===== src/rtl/l2_pkg.sv =====
// Shared layer-2 constants used by the demux and its downstream FIFO instances.
// Depth and thresholds here are defaults; instances may override them.
package l2_pkg;

  localparam int L2_DATA_WIDTH      = 8;
  localparam int L2_ADDR_WIDTH      = 2;
  localparam int L2_ALMOST_FULL_TH  = 3;
  localparam int L2_ALMOST_EMPTY_TH = 1;

endpackage


===== src/rtl/fifo_l2_mem.sv =====
// Dual-port register array for fifo_l2: synchronous write and a registered read.
// The read register resets to zero and holds its value when no read is requested.
module fifo_l2_mem
  import l2_pkg::*;
#(
  parameter int DATA_WIDTH = L2_DATA_WIDTH,
  parameter int ADDR_WIDTH = L2_ADDR_WIDTH
) (
  input  logic                  clk,
  input  logic                  reset,
  input  logic                  wr_en,
  input  logic [ADDR_WIDTH-1:0] wr_addr,
  input  logic [DATA_WIDTH-1:0] wr_data,
  input  logic                  rd_en,
  input  logic [ADDR_WIDTH-1:0] rd_addr,
  output logic [DATA_WIDTH-1:0] rd_data
);

  logic [DATA_WIDTH-1:0] mem [2**ADDR_WIDTH];

  // Storage is deliberately not reset.
  always_ff @(posedge clk) begin
    if (wr_en) mem[wr_addr] <= wr_data;
  end

  // A same-address write in this cycle is not visible yet: read-before-write.
  always_ff @(posedge clk) begin
    if (!reset)     rd_data <= '0;
    else if (rd_en) rd_data <= mem[rd_addr];
  end

endmodule


===== src/rtl/fifo_l2.sv =====
// 8-bit synchronous FIFO downstream of the layer-2 demux, pop/valid read handshake.
// FIFO_L2_ERR_EN adds sticky errOverflow/errUnderflow outputs.
module fifo_l2
  import l2_pkg::*;
#(
  parameter int DATA_WIDTH      = L2_DATA_WIDTH,
  parameter int ADDR_WIDTH      = L2_ADDR_WIDTH,
  parameter int ALMOST_FULL_TH  = L2_ALMOST_FULL_TH,
  parameter int ALMOST_EMPTY_TH = L2_ALMOST_EMPTY_TH
) (
  input  logic                  clk,
  input  logic                  reset,
  input  logic [DATA_WIDTH-1:0] Entrada,
  input  logic                  validEntrada,
  input  logic                  pop,
  output logic [DATA_WIDTH-1:0] Salida,
  output logic                  validSalida,
  output logic                  full,
  output logic                  empty,
  output logic                  almostFull,
  output logic                  almostEmpty
`ifdef FIFO_L2_ERR_EN
  ,
  output logic                  errOverflow,
  output logic                  errUnderflow
`endif
);

  localparam logic [ADDR_WIDTH:0] DEPTH = (ADDR_WIDTH+1)'(2**ADDR_WIDTH);
  localparam logic [ADDR_WIDTH:0] AF_TH = (ADDR_WIDTH+1)'(ALMOST_FULL_TH);
  localparam logic [ADDR_WIDTH:0] AE_TH = (ADDR_WIDTH+1)'(ALMOST_EMPTY_TH);

  logic [ADDR_WIDTH-1:0] wr_ptr;
  logic [ADDR_WIDTH-1:0] rd_ptr;
  logic [ADDR_WIDTH:0]   count;
  logic [ADDR_WIDTH:0]   count_next;
  logic                  push_ok;
  logic                  pop_ok;

  // A full FIFO still accepts a push when a pop frees a slot in the same cycle.
  always_comb begin
    pop_ok     = pop & ~empty;
    push_ok    = validEntrada & (~full | pop_ok);
    count_next = count;
    if (push_ok && !pop_ok)      count_next = count + 1'b1;
    else if (!push_ok && pop_ok) count_next = count - 1'b1;
  end

  // Flags are registered from count_next so they track count with no lag.
  always_ff @(posedge clk) begin
    if (!reset) begin
      wr_ptr      <= '0;
      rd_ptr      <= '0;
      count       <= '0;
      validSalida <= 1'b0;
      full        <= 1'b0;
      empty       <= 1'b1;
      almostFull  <= 1'b0;
      almostEmpty <= 1'b1;
    end else begin
      if (push_ok) wr_ptr <= wr_ptr + 1'b1;
      if (pop_ok)  rd_ptr <= rd_ptr + 1'b1;
      count       <= count_next;
      validSalida <= pop_ok;
      full        <= (count_next == DEPTH);
      empty       <= (count_next == '0);
      almostFull  <= (count_next >= AF_TH);
      almostEmpty <= (count_next <= AE_TH);
    end
  end

  fifo_l2_mem #(
    .DATA_WIDTH (DATA_WIDTH),
    .ADDR_WIDTH (ADDR_WIDTH)
  ) u_mem (
    .clk     (clk),
    .reset   (reset),
    .wr_en   (push_ok),
    .wr_addr (wr_ptr),
    .wr_data (Entrada),
    .rd_en   (pop_ok),
    .rd_addr (rd_ptr),
    .rd_data (Salida)
  );

`ifdef FIFO_L2_ERR_EN
  always_ff @(posedge clk) begin
    if (!reset) begin
      errOverflow  <= 1'b0;
      errUnderflow <= 1'b0;
    end else begin
      if (validEntrada && full && !pop_ok) errOverflow  <= 1'b1;
      if (pop && empty)                    errUnderflow <= 1'b1;
    end
  end
`endif

endmodule


===== config.mk =====
export PLATFORM = sky130hd
export DESIGN_NAME = fifo_l2
export DESIGN_NICKNAME = d
export VERILOG_FILES = /design/src/rtl/l2_pkg.sv /design/src/rtl/fifo_l2_mem.sv /design/src/rtl/fifo_l2.sv
export SDC_FILE = /design/constraint.sdc
export NUM_CORES = 1
export LEC_CHECK = 0
export CORE_UTILIZATION = 45
export DETAILED_ROUTE_END_ITERATION = 6
export PLACE_DENSITY = 0.68
export REMOVE_ABC_BUFFERS = 1
export SYNTH_ARGS = -nofsm -noshare
export SYNTH_HDL_FRONTEND = slang
export SYNTH_SLANG_ARGS = --single-unit
export TNS_END_PERCENT = 50

===== constraint.sdc =====
create_clock -name clk -period 1.4 [get_ports clk]
set_input_delay 0.28 -clock clk [delete_from_list [all_inputs] [get_ports clk]]
set_output_delay 0.28 -clock clk [all_outputs]
set_load 0.02 [all_outputs]

* Word-level counts from Yosys, hierarchy flattened
Memory sizes are Yosys's and may differ from the RTL's. A register that Yosys moved wholly into a read port is not among the register bits.
Cells that the tools add are included.
** Cells by class
- Muxes and demuxes :: 4
- Equality and inequality tests :: 1
- Add/sub/neg operators :: 4
- Reduce and logical (&&, ||, !) cells :: 6
- Order comparisons :: 2
- Bitwise logic cells :: 5
** Operator list (number)
- $mux W3 :: 2
- $add A2 B1 Y2 const B :: 2
- $add A3 B1 Y3 const B :: 1
- $eq A3 B3 Y1 const B :: 1
- $ge A3 B2 Y1 const B :: 1
- $le A3 B1 Y1 const B :: 1
- $logic_not A1 Y1 :: 3
- $logic_not A3 Y1 :: 1
- $sub A3 B1 Y3 const B :: 1
- $and A1 B1 Y1 :: 2
- $logic_and A1 B1 Y1 :: 2
- $mux W1 :: 2
- $not A1 Y1 :: 2
- $or A1 B1 Y1 :: 1
** Word-level totals
- Bits of input ports :: 12
- Memories kept :: 1
- Register bits after elaboration :: 12
- Output and inout bits :: 13
- RAM bits :: 32
- Logic and storage cells :: 31
** Memories
- u_mem.mem :: words 4, bits a word 8, rd ports 1, clocked after memory_dff 1, wr ports 1, line fifo_l2_mem.sv:19 : logic [DATA_WIDTH-1:0] mem [2**ADDR_WIDTH];

* Longest topological paths before layout
- Depth in word-level cells :: 9
- Depth in mapped cells :: 6
- Gate-level depth less buffers :: 6

* Cells and area by module
From an unflattened synthesis, not the netlist that was laid out.
** Unflattened totals
- Cells, all modules :: 139
- Area total of the unflattened synthesis :: 2065.7 um2
** By module, submodules not included
- fifo_l2_mem :: sequential area each 1121.1 um2, times used 1, cells each 83, area an instance 1503.9 um2
- fifo_l2 :: sequential area each 240.2 um2, times used 1, cells each 56, area an instance 561.8 um2

* Worst setup path after synthesis
OpenSTA, ideal clock, no wires.
- Kind :: register to register
- From :: register empty
- To :: register almostFull
- Path buffers :: 0
- Arrival :: 1378 ps
- Cell stages (with the launch flop) :: 5
- Clock period less this slack :: 1495 ps
- Library setup time :: 117 ps
- Path slack :: -95 ps
- Required time :: 1283 ps
- Cell sequence :: dfxtp_1 > nand2b_4 > mux2_4 > mux2i_4 > a22o_1
** On the way
- Cells in the longest elaborated chain, start to end :: 9
- Elaborated cells on any way between the ends :: 11
- Classes of those cells :: 1 x order compare; 2 x mux; 4 x bitwise; 4 x reduce/logical
** RTL lines
- start, declared :: line fifo_l2.sv:19 : output logic empty,
- start signal, assigned :: line fifo_l2.sv:66 : empty <= (count_next == '0);
- $not A1 Y1 * :: line fifo_l2.sv:42 : pop_ok = pop & ~empty;
- $and A1 B1 Y1 * :: line fifo_l2.sv:42
- $or A1 B1 Y1 :: line fifo_l2.sv:43 : push_ok = validEntrada & (~full | pop_ok);
- $and A1 B1 Y1 :: line fifo_l2.sv:43
- $logic_not A1 Y1 :: line fifo_l2.sv:46 : else if (!push_ok && pop_ok) count_next = count - 1'b1;
- $logic_and A1 B1 Y1 :: line fifo_l2.sv:46
- $mux W3 :: line fifo_l2.sv:46
- $mux W3 * :: line fifo_l2.sv:45 : if (push_ok && !pop_ok) count_next = count + 1'b1;
- $ge A3 B2 Y1 * :: line fifo_l2.sv:67 : almostFull <= (count_next >= AF_TH);
- end signal, assigned :: line fifo_l2.sv:67
- end, declared :: line fifo_l2.sv:20 : output logic almostFull,
Mark *: on every way between the ends. The rest lies on a longest branch, timed or not.
A chain may end at the register's enable or synchronous reset.

* Worst setup path in the final report
- From :: register count[0]
- To :: register full
** On the way
- Cells in the longest elaborated chain, start to end :: 4
- Elaborated cells on any way between the ends :: 5
- Classes of those cells :: 2 x add/sub; 1 x eq/ne; 2 x mux
** RTL lines
- start, declared :: line fifo_l2.sv:35 : logic [ADDR_WIDTH:0] count;
- start signal, assigned :: line fifo_l2.sv:63 : count <= count_next;
- $sub A3 B1 Y3 :: line fifo_l2.sv:46
- $mux W3 :: line fifo_l2.sv:46
- $mux W3 * :: line fifo_l2.sv:45
- $eq A3 B3 Y1 * :: line fifo_l2.sv:65 : full <= (count_next == DEPTH);
- end signal, assigned :: line fifo_l2.sv:65
- end, declared :: line fifo_l2.sv:18 : output logic full,
Marks and branches as above.

==> impl_results.html <==
<table>
<tr><th>Metric</th><th>Value</th></tr>
<tr><th colspan="2">Worst hold path</th></tr>
<tr><td>WHS Endpoint</td><td>u_mem.rd_data[6]</td></tr>
<tr><td>Class of the worst hold path</td><td>register to register</td></tr>
<tr><td>Hold path depth</td><td>2</td></tr>
<tr><td>Hold Startpoint</td><td>u_mem.rd_data[6]</td></tr>
<tr><th colspan="2">Global routing</th></tr>
<tr><td>Global-route total usage across every layer</td><td>0.1654</td></tr>
<tr><td>Global-route wire length before repair</td><td>between 6 and 7 mm</td></tr>
<tr><td>Number of global-route vias before repair</td><td>1282</td></tr>
<tr><td>Number of antenna violations at the first check in global routing</td><td>0</td></tr>
<tr><td>Total global routing overflow</td><td>0</td></tr>
<tr><td>Maximum number of pins on one net before global-route repair</td><td>16</td></tr>
<tr><th colspan="2">Critical path</th></tr>
<tr><td>Capturing element type of the critical path</td><td>register</td></tr>
<tr><td>Slack of the worst reg-to-reg path</td><td>-0.03 ns</td></tr>
<tr><td>Number of cells on the worst reg-to-reg path</td><td>6</td></tr>
<tr><td>Worst Path Arrival</td><td>~1.6 ns</td></tr>
<tr><td>Category of the worst setup path launch point</td><td>register</td></tr>
<tr><td>Worst reg2reg startpoint</td><td>count[0]</td></tr>
<tr><td>Critical setup path kind</td><td>register to register</td></tr>
<tr><td>Data required time at the worst endpoint</td><td>1.61 ns</td></tr>
<tr><td>Reg2Reg Capture Point</td><td>full</td></tr>
<tr><td>CP max FO</td><td>5</td></tr>
<tr><th colspan="2">Logic synthesis</th></tr>
<tr><td>Count of distinct cell types in the synthesized netlist</td><td>29</td></tr>
<tr><td>Warning count from the yosys run</td><td>0</td></tr>
<tr><td>Sequential element share of the synthesized area</td><td>0.6634</td></tr>
<tr><td>Post-synthesis sequential element count</td><td>52</td></tr>
<tr><td>Synth Cell Area</td><td>between 0.002 and 0.0025 sq mm</td></tr>
<tr><td>Average footprint of a synthesized cell</td><td>between 10 and 15 sq um</td></tr>
<tr><td>Number of instances in the synthesized netlist</td><td>137</td></tr>
<tr><th colspan="2">Outcome</th></tr>
<tr><td>Result of the run</td><td>complete, but fails checks</td></tr>
<tr><td>Failing checks</td><td>negative setup slack</td></tr>
<tr><th colspan="2">Clocking</th></tr>
<tr><td>Clk_lat worst skew</td><td>about 0.3 ns</td></tr>
<tr><td>Clock-pin slew on the worst setup and hold paths</td><td>0.09 ns</td></tr>
<tr><td>Clock buffers created by TritonCTS</td><td>5</td></tr>
<tr><td># clock sinks</td><td>52</td></tr>
<tr><td>TritonCTS clock tree</td><td>built</td></tr>
<tr><td>Root buffer selected by CTS</td><td>sky130_fd_sc_hd__clkbuf_8</td></tr>
<tr><td>Maximum level of the CTS H-tree</td><td>2</td></tr>
<tr><td>Number of buffers inserted by hold repair at cts</td><td>0</td></tr>
<tr><td>Number of buffers on the longest clock path</td><td>2</td></tr>
<tr><th colspan="2">Drt</th></tr>
<tr><td>Total DRC errors in the routed layout</td><td>0</td></tr>
<tr><td>Top Layer Used</td><td>met4</td></tr>
<tr><td>Number of routed nets with antenna violations</td><td>0</td></tr>
<tr><td>Routed via count</td><td>between 1000 and 1500</td></tr>
<tr><td>Number of optimization iterations in the first detailed-route pass</td><td>4</td></tr>
<tr><td>Wirelength, routed</td><td>roughly 3.6 mm</td></tr>
<tr><td>Metal2 WL</td><td>about 2.0 mm</td></tr>
<tr><td>Vias per inst</td><td>between 5 and 6</td></tr>
<tr><td>Routed length per placed instance</td><td>roughly 15 um</td></tr>
<tr><td>Met1 layer wirelength in the final routing</td><td>roughly 1.5 mm</td></tr>
<tr><td>Detailed router's first-iteration violation count</td><td>18</td></tr>
<tr><td>Wire length on met3</td><td>between 100 and 150 um</td></tr>
<tr><th colspan="2">Place</th></tr>
<tr><td>GP Congestion</td><td>roughly 0.75</td></tr>
<tr><td>Placement-stage worst setup slack</td><td>-0.4230 ns</td></tr>
<tr><td>HPWL after detailed placement</td><td>around 2.7 mm</td></tr>
<tr><td># port buffers</td><td>24</td></tr>
<tr><th colspan="2">Timing</th></tr>
<tr><td>Unrepaired setup endpoints after global routing</td><td>yes</td></tr>
<tr><td>Post-route fraction of the period consumed by the critical path</td><td>1.019</td></tr>
<tr><td>Final number of setup-violating endpoints</td><td>2</td></tr>
<tr><td>Worst-margin pin slew</td><td>around 0.32 ns</td></tr>
<tr><td>Final critical delay including setup and external delays</td><td>1.426 ns</td></tr>
<tr><td>Rel. slew slack</td><td>0.7858</td></tr>
<tr><td>Final worst slack</td><td>-0.02631 ns</td></tr>
<tr><td>Clock skew after layout</td><td>~0.0089 ns</td></tr>
<tr><td>Number of max-slew violations in the final report</td><td>0</td></tr>
<tr><td>Max Freq</td><td>701.1 MHz</td></tr>
<tr><td>Final hold violations</td><td>0</td></tr>
<tr><th colspan="2">Final layout</th></tr>
<tr><td>Diode count</td><td>0</td></tr>
<tr><td>Layout net count</td><td>~210</td></tr>
<tr><td>Fraction of final layout cells with drive strength greater than 1</td><td>0.3194</td></tr>
<tr><td>Fillers</td><td>~340</td></tr>
<tr><td>Relative area change from synthesis to final layout</td><td>32.07%</td></tr>
<tr><th colspan="2">Floorplan</th></tr>
<tr><td>Starting density of the core</td><td>0.4713</td></tr>
<tr><td>Die width</td><td>around 70 um</td></tr>
<tr><td>Cell Rows</td><td>24</td></tr>
<tr><td>Number of top-level pins</td><td>25</td></tr>
<tr><td>Std-Cell Core Area</td><td>about 0.0044 sq mm</td></tr>
<tr><td>Die Y</td><td>between 60 and 70 um</td></tr>
<tr><td>Die outline area</td><td>between 0.004 and 0.005 sq mm</td></tr>
<tr><th colspan="2">Power</th></tr>
<tr><td>Power Internal</td><td>roughly 0.0027 W</td></tr>
<tr><td>Switching power share of the total</td><td>0.2474</td></tr>
<tr><td>Switching power</td><td>0.0008944 W</td></tr>
<tr><td>Worst IR drop on VDD</td><td>roughly 0.00075 V</td></tr>
<tr><td>Standby leakage power</td><td>1.056 nW</td></tr>
<tr><td>Pwr dens</td><td>1334 mW/mm^2</td></tr>
<tr><td>Overall Power</td><td>0.003616 W</td></tr>
<tr><td>Reg power frac</td><td>0.503</td></tr>
<tr><td>Logic gate share of total power</td><td>0.226</td></tr>
<tr><td>Proportion of power drawn by the clock network</td><td>0.271</td></tr>
<tr><th colspan="2">Flow run</th></tr>
<tr><td>Number of max-cap violations</td><td>0</td></tr>
</table>
==> worst max path at each step <==
stage / startpoint / end / slack, ns / cells past startpoint
6_report: count[0] / full / -0.03 / 6
5_1_grt: count[0] / full / -0.08 / 6
4_1_cts: count[1] / full / -0.03 / 6
3_5_place_dp: pop / full / -0.42 / 6
3_3_place_gp: pop / u_mem.mem[2][1] / -0.39 / 5
2_1_floorplan: empty / almostFull / -0.16 / 4
==> cell families (layout without fill, tap and decap cells) <==
logic type | count (synthesis) | in the layout | share of synthesized area
buffers and inverters | 11 | 65 | 0.02194
AOI/OAI and AO/OA | 15 | 15 | 0.04817
DFF | 52 | 52 | 0.6634
and+or+nand+nor | 36 | 36 | 0.09268
adders and majority gates | 6 | 6 | 0.03658
xor gates and xnor gates | 5 | 5 | 0.02134
muxes | 12 | 12 | 0.1158
==> synth_stat cells <==
library cell               number  share of area
sky130_fd_sc_hd__mux4_2         8          0.088
sky130_fd_sc_hd__a21oi_1        8          0.020
sky130_fd_sc_hd__nor2_1         6          0.011
sky130_fd_sc_hd__and2_2         1         0.0037
sky130_fd_sc_hd__and2_1         5          0.015
sky130_fd_sc_hd__dfxtp_1       20           0.20
sky130_fd_sc_hd__o21ai_0        1         0.0024
sky130_fd_sc_hd__a211oi_1       1         0.0037
sky130_fd_sc_hd__and4bb_1       1         0.0061
sky130_fd_sc_hd__mux2i_4        1          0.011
sky130_fd_sc_hd__nand2_1       19          0.035
sky130_fd_sc_hd__buf_2          3         0.0073
sky130_fd_sc_hd__nand2b_4       1         0.0067
sky130_fd_sc_hd__o31ai_1        1         0.0037
sky130_fd_sc_hd__a21oi_2        2         0.0085
sky130_fd_sc_hd__a22o_1         1         0.0043
sky130_fd_sc_hd__xnor2_1        4          0.017
sky130_fd_sc_hd__mux2_4         1         0.0073
sky130_fd_sc_hd__inv_1          6          0.011
sky130_fd_sc_hd__buf_1          1         0.0018
sky130_fd_sc_hd__xor2_1         1         0.0043
sky130_fd_sc_hd__and2b_4        1         0.0049
sky130_fd_sc_hd__nor4b_2        1         0.0073
sky130_fd_sc_hd__clkbuf_1       1         0.0018
sky130_fd_sc_hd__a31oi_2        1         0.0061
sky130_fd_sc_hd__edfxtp_1      32           0.47
sky130_fd_sc_hd__mux2i_1        2         0.0098
sky130_fd_sc_hd__nor2b_1        1         0.0031
sky130_fd_sc_hd__ha_1           6          0.037
==> repair_timing <==
action                                  4_1_cts  5_1_grt
buffers inserted                              3        0
endpoints found under the setup margin       49       33
resized for setup                            25        2
pin swaps                                     2        2
==> worst max-delay path, stage by stage (launching register included) <==
cell and delay (ns):
sky130_fd_sc_hd__dfxtp_2 0.35, sky130_fd_sc_hd__inv_2 0.04, sky130_fd_sc_hd__ha_2 0.16, sky130_fd_sc_hd__and4bb_1 0.21, sky130_fd_sc_hd__a31oi_4 0.18, sky130_fd_sc_hd__xnor2_2 0.17, sky130_fd_sc_hd__nor4b_4 0.24
==> cells in the final DEF (no fill, tap or decap), types with 2 or more instances in the layout <==
cell and n:
sky130_fd_sc_hd__a21oi_1 8, sky130_fd_sc_hd__mux2i_1 2, sky130_fd_sc_hd__edfxtp_1 32, sky130_fd_sc_hd__nand2_1 19, sky130_fd_sc_hd__inv_2 2, sky130_fd_sc_hd__dfxtp_1 17, sky130_fd_sc_hd__clkdlybuf4s50_1 9, sky130_fd_sc_hd__xnor2_2 2
sky130_fd_sc_hd__dlygate4sd2_1 15, sky130_fd_sc_hd__buf_12 3, sky130_fd_sc_hd__and2_1 5, sky130_fd_sc_hd__clkbuf_8 5, sky130_fd_sc_hd__buf_4 24, sky130_fd_sc_hd__dfxtp_2 3, sky130_fd_sc_hd__xnor2_1 2, sky130_fd_sc_hd__mux4_2 8
sky130_fd_sc_hd__ha_1 5, sky130_fd_sc_hd__a21oi_2 2, sky130_fd_sc_hd__nor2_1 5, sky130_fd_sc_hd__inv_1 4
==> per-stage QoR <==
step	area, sq um	setup TNS, ns	utilization	instances	hold slack (ns)
after floorplan	2029	-3.299	-	132	0.3511
after global placement	2552	-14.67	0.5862	232	0.4414
after detailed placement	2552	-15.36	0.5862	232	0.4464
after CTS	2699	-0.04115	0.6198	243	0.4561
after global routing	2710	-0.9225	0.6224	243	0.4755
final	2710	-0.03890	0.6224	243	0.4545
==> routing by layer <==
metal | vias to the layer above | track usage
li1 | 595 | -
met2 | 21 | 0.2923
met1 | 608 | 0.1970
met5 | - | 0
met4 | 0 | 0.05442
met3 | 7 | 0.04070
==> flip-flops by register name (all words and copies together), names as in the netlist <==
signal	cells
count	3
wr_ptr	2
empty	1
u_mem.rd_data	8
full	1
u_mem.mem	32
almostEmpty	1
validSalida	1
rd_ptr	2
almostFull	1
==> layout make-up <==
cell class / count / area, sq um / share of cell area
well taps: 52 / 65.06 / 0.02401
flip-flops and latches: 52 / 1365 / 0.5037
repair buffers: 51 / 461.7 / 0.1704
inverters: 6 / 22.52 / 0.008310
clock buffers: 6 / 72.57 / 0.02678
clock inverters: 2 / 35.03 / 0.01293
multi-input cells: 74 / 688.2 / 0.2539
==> power groups by stage <==
| stage | sequential [W] | clock (W) | combinational (W) |
|---|---|---|---|
| after floorplan | 0.00192 | 0 | 0.000337 |
| after global placement | 0.00184 | 0 | 0.000776 |
| after detailed placement | 0.00185 | 0 | 0.000796 |
| after CTS | 0.00182 | 0.00101 | 0.000815 |
| after global routing | 0.00184 | 0.00107 | 0.000881 |
| final | 0.00182 | 0.000979 | 0.000818 |
Note: power is estimated with default switching activity, not from simulation.
